===== config.mk =====
export PLATFORM = sky130hd
export DESIGN_NAME = icache_axi_refill
export DESIGN_NICKNAME = d
export VERILOG_FILES = /design/src/rtl/refill_pkg.sv /design/src/rtl/icache_axi_refill.sv
export SDC_FILE = /design/constraint.sdc
export NUM_CORES = 1
export LEC_CHECK = 0
export ABC_CLOCK_PERIOD_IN_PS = 23300
export CAP_MARGIN = 10
export CORE_UTILIZATION = 49
export CTS_CLUSTER_SIZE = 25
export DETAILED_ROUTE_END_ITERATION = 10
export HOLD_SLACK_MARGIN = 0.15
export PLACE_DENSITY = 0.86
export SYNTH_ARGS = -nofsm -noshare
export SYNTH_HDL_FRONTEND = slang
export SYNTH_SLANG_ARGS = --single-unit

===== constraint.sdc =====
create_clock -name clk -period 23.3 [get_ports clk]
set_clock_uncertainty 0.05 [all_clocks]
set_input_delay 3.495 -clock clk [delete_from_list [all_inputs] [get_ports clk]]
set_output_delay 3.495 -clock clk [all_outputs]
set_load 0.01 [all_outputs]

===== src/rtl/refill_pkg.sv =====
// Shared types and AXI encodings for the ICache line-refill responder.
// Also holds the per-beat error rule used when collecting R beats.
package refill_pkg;

  typedef enum logic [1:0] {
    IDLE = 2'd0,
    ADDR = 2'd1,
    DATA = 2'd2,
    DONE = 2'd3
  } refill_state_t;

  localparam logic [1:0] AXI_BURST_INCR = 2'b01;
  localparam logic [2:0] AXI_SIZE_4B    = 3'b010;
  localparam logic [1:0] AXI_RESP_OKAY  = 2'b00;

  // A beat is bad when it carries a non-OKAY response, or when rlast and the
  // last-word position disagree (early rlast, or a full line without rlast).
  function automatic logic beat_err(input logic [1:0] rresp,
                                    input logic       rlast,
                                    input logic       at_last_word);
    return (rresp != AXI_RESP_OKAY) || (rlast != at_last_word);
  endfunction

endpackage


===== src/rtl/icache_axi_refill.sv =====
// ICache line-refill responder: one AXI4 INCR burst per line request, beats
// collected into a line buffer and returned with a one-cycle grant.
import refill_pkg::*;

module icache_axi_refill #(
  parameter int unsigned OFFSET_LEN = 5,
  parameter int unsigned ID_W       = 4,
  parameter int unsigned AXI_ID     = 0
) (
  input  logic              clk,
  input  logic              rst,
  input  logic              line_req,
  input  logic [31:0]       line_addr,
  output logic              line_gnt,
  output logic              line_err,
  output logic [31:0]       line_data [1 << (OFFSET_LEN - 2)],
  output logic [ID_W-1:0]   arid,
  output logic [31:0]       araddr,
  output logic [7:0]        arlen,
  output logic [2:0]        arsize,
  output logic [1:0]        arburst,
  output logic              arvalid,
  input  logic              arready,
  input  logic [ID_W-1:0]   rid,
  input  logic [31:0]       rdata,
  input  logic [1:0]        rresp,
  input  logic              rlast,
  input  logic              rvalid,
  output logic              rready
);

  localparam int unsigned WORDS = 1 << (OFFSET_LEN - 2);
  localparam int unsigned CNT_W = OFFSET_LEN - 2;
  localparam logic [CNT_W-1:0] LAST_IDX = CNT_W'(WORDS - 1);

  refill_state_t    state_q;
  logic [31:0]      araddr_q;
  logic [CNT_W-1:0] cnt_q;
  logic             err_q;
  logic             err_d;
  logic             arvalid_q;
  logic             rready_q;
  logic             gnt_q;
  logic             line_err_q;
  logic [31:0]      line_q [WORDS];

  // rid is unused with a single outstanding burst; low address bits select within the line.
  logic unused_ok;
  assign unused_ok = ^{rid, line_addr[OFFSET_LEN-1:0]};

  // Accumulated error including the beat currently on the R channel.
  always_comb begin
    err_d = err_q | beat_err(rresp, rlast, cnt_q == LAST_IDX);
  end

  // Refill FSM with registered AXI handshake and grant outputs.
  always_ff @(posedge clk or posedge rst) begin
    if (rst) begin
      state_q    <= IDLE;
      araddr_q   <= 32'h0000_0000;
      cnt_q      <= '0;
      err_q      <= 1'b0;
      arvalid_q  <= 1'b0;
      rready_q   <= 1'b0;
      gnt_q      <= 1'b0;
      line_err_q <= 1'b0;
      for (int i = 0; i < int'(WORDS); i++) begin
        line_q[i] <= 32'h0000_0000;
      end
    end else begin
      gnt_q      <= 1'b0;
      line_err_q <= 1'b0;
      case (state_q)
        IDLE: begin
          if (line_req) begin
            araddr_q  <= {line_addr[31:OFFSET_LEN], {OFFSET_LEN{1'b0}}};
            cnt_q     <= '0;
            err_q     <= 1'b0;
            arvalid_q <= 1'b1;
            state_q   <= ADDR;
          end
        end
        ADDR: begin
          if (arready) begin
            arvalid_q <= 1'b0;
            rready_q  <= 1'b1;
            state_q   <= DATA;
          end
        end
        DATA: begin
          if (rvalid && rready_q) begin
            line_q[cnt_q] <= rdata;
            cnt_q         <= cnt_q + CNT_W'(1);
            err_q         <= err_d;
            if (rlast) begin
              rready_q   <= 1'b0;
              gnt_q      <= 1'b1;
              line_err_q <= err_d;
              state_q    <= DONE;
            end
          end
        end
        DONE: begin
          state_q <= IDLE;
        end
        default: begin
          arvalid_q <= 1'b0;
          rready_q  <= 1'b0;
          state_q   <= IDLE;
        end
      endcase
    end
  end

  assign arid      = ID_W'(AXI_ID);
  assign araddr    = araddr_q;
  assign arlen     = 8'(WORDS - 1);
  assign arsize    = AXI_SIZE_4B;
  assign arburst   = AXI_BURST_INCR;
  assign arvalid   = arvalid_q;
  assign rready    = rready_q;
  assign line_gnt  = gnt_q;
  assign line_err  = line_err_q;
  assign line_data = line_q;

endmodule


==> flow_summary.yaml <==
status:
  run_status: "finished clean"
final_layout:
  drive_gt1_share_pct: 31.03
  area_growth_pct: 41.84
  regArea_sq_um: 7332
  fin_cells: 1358
  layout.nets: 1136
  num_antenna_cells: 0
  multi_input_area_sq_um: 3699
  fin_area_sq_um: 15950
  fillerInstances: 1508
clock_tree:
  clockBufferDepth: 3
  cts-htree-levels: 1
  hold_buffers: 0
  root_buffer: "clkbuf_16"
  cts.repair.resized: 0
  insertion_delay_ns: 0.55
  post_cts.repair.setup_buffers: 0
  clkSinkCount: 293
  cts_tree: "yes"
  cts.clk_slew.worst_paths_ns: 0.06
  cts_inserted_buffers: 30
timing:
  period_minus_slack_ns: 5.669
  finalHoldViolCount: 0
  whs_ns: 0.4407
  setup_viol: 0
  tns_ns: 0
  fmax_mhz: 176.4
  fin_crit_sh_pct: 24.33
  max_slew_margin_pct: 24.61
  tightestPinTransition_ns: 1.128
  drv_slew: 0
  rsz0062_at_grt: "no"
  setup_ws_ns: 17.63
synth:
  synth.top_cell.area_share_pct: 65.21
  ys_async_sr_fraction_pct: 100.0
  synthTopCellsByCount: "dfrtp_1, mux2_2, buf_2"
  synth_area_sq_um: 11240
  syn_area_per_cell_sq_um: 16.32
  synth_cell_types: 32
  synth-edff-count: 0
  ys_warn_count: 0
  ys_seq_area_share_pct: 65.21
  synth_seq_cells: 293
  synth_cells: 689
  synthFlopType: "dfrtp_1"
  synthTopCellsByArea: "dfrtp_1, mux2_2, buf_4"
  yosysMostFrequentCell: "dfrtp_1"
  synth_area_leader_cell: "dfrtp_1"
critical_path:
  r2r_slack_ns: 20.16
  r2r-start: "state_q[0]"
  crit_path_end_kind: "register"
  reg2reg_depth: 6
  cp.arrival_ns: 6.04
  cp-start-kind: "primary input"
  crit_type: "primary input to register"
  cp_data_required_time_ns: 23.67
  crit_path_max_fanout: 17
  cp-startpoint: "rvalid"
detailed_routing:
  wl_um: 28730
  postRouteAntennaNets: 0
  drt_iter0_drc: 270
  drc_errors: 0
  num_vias: 7107
  drt_pre_antenna_iters: 4
  wl_per_cell_um: 21.16
  via_per_inst: 5.233
floorplanning:
  rows: 55
  ios: 385
  die_w_um: 153.5
  initial_core_util_pct: 49.82
  die_h_um: 153.5
  dieArea_sq_um: 23560
  core_region_area_sq_um: 22570
power_and_ir_drop:
  ir_worst_vdd_uv: 80.63
  p_leak_nw: 7.357
  net-switching-power_mw: 0.5179
  p_seq_share_pct: 40.8
  clock_power_share_pct: 24.7
  swShare_pct: 28.53
  combPwrFrac_pct: 34.5
  p_int_mw: 1.297
  power_density_nw_per_um2: 113.8
placed_design:
  portBuffers: 353
  dp_cells: 1308
  placed_area_sq_um: 15040
  dp_hpwl_um: 19010
  gp_congestion: 0.7707
  dpl_worst_slack_ns: 17.02
global_routing:
  grtUsageTotal_pct: 24.48
  grt_pass1_wl_um: 44510
  grt_pass1_vias: 7695
  overflow: 0
  grt_max_degree: 155
  antenna_found_initial: 0
min_path:
  min_path_type: "register to register"
  hp-start: "line_data[46]"
  hold_depth: 1
job:
  maxCapViolCount: 0
-- layout make-up --
type | count | area share, %
Clock inverter | 7 | 0.2589
Timing Repair Buffer | 364 | 22.67
Inverter | 7 | 0.2118
Clock buffer | 43 | 5.460
Multi-Input combinational cell | 359 | 23.19
Sequential cell | 293 | 45.97
Tap cell | 285 | 2.236
-- placed cells by master, fill, tap and decap left out, types with 4 or more instances in the layout --
cell	netlist	routed
buf_4	22	11
clkbuf_1	3	7
clkbuf_16	0	31
clkbuf_8	0	5
clkdlybuf4s50_1	0	353
clkinv_2	0	6
conb_1	2	22
dfrtp_1	293	293
ha_1	5	5
inv_1	7	6
mux2_1	14	14
mux2_2	271	271
nand2_1	6	6
nand3_1	5	4
-- cell families (layout without fill, tap and decap cells) --
kind of cell	Yosys count	count (layout)	share of synthesized area, %
other cells	2	22	0.06679
xor+xnor	1	1	0.07790
fa+ha+maj	5	5	0.5564
compound gates	12	12	0.7122
flops	293	293	65.21
simple gates	32	32	1.747
mux	287	287	28.72
buf+inv	57	421	2.915
-- power by group through the flow --
stage               Combinational [mW]  Clock [mW]  Sequential (mW)
finish                           0.626       0.449            0.740
global route                     0.661       0.476            0.759
global placement                 0.616           0            0.735
CTS                              0.633       0.458            0.740
detailed placement               0.629           0            0.747
floorplan                        0.199           0            0.806
-- path summary, 6_finish.rpt --
check                                 end
setup / recovery            line_data[74]
hold / removal              line_data[46]
min in group asynchronous   line_data[10]
max in group asynchronous   line_data[87]
hold reg to reg             line_data[46]
setup reg to reg           line_data[252]
-- critical path, stage by stage --
cell and delay, ns:
clkdlybuf4s50_1 0.56, nand3_1 0.28, nor3_4 0.86, buf_4 0.45, mux2_2 0.38
-- state kept, by name, indices dropped and copies added (netlist names) --
name       cells
rready         1
line_gnt       1
err_q          1
line_data    256
arvalid        1
cnt_q          3
line_err       1
state_q        2
araddr        27
-- stage by stage --
step	power (mW)	utilization (%)
global route	1.896	70.66
floorplan	1.005	-
CTS	1.831	70.66
global placement	1.350	66.62
finish	1.815	70.66
detailed placement	1.376	66.62
-- metal layers --
layer,track usage [%],routed length [um]
met5,0,0
met4,8.762,1011
met3,5.982,1886
met2,43.14,14520
met1,29.08,11320
Power figures use the tool's default switching activity.
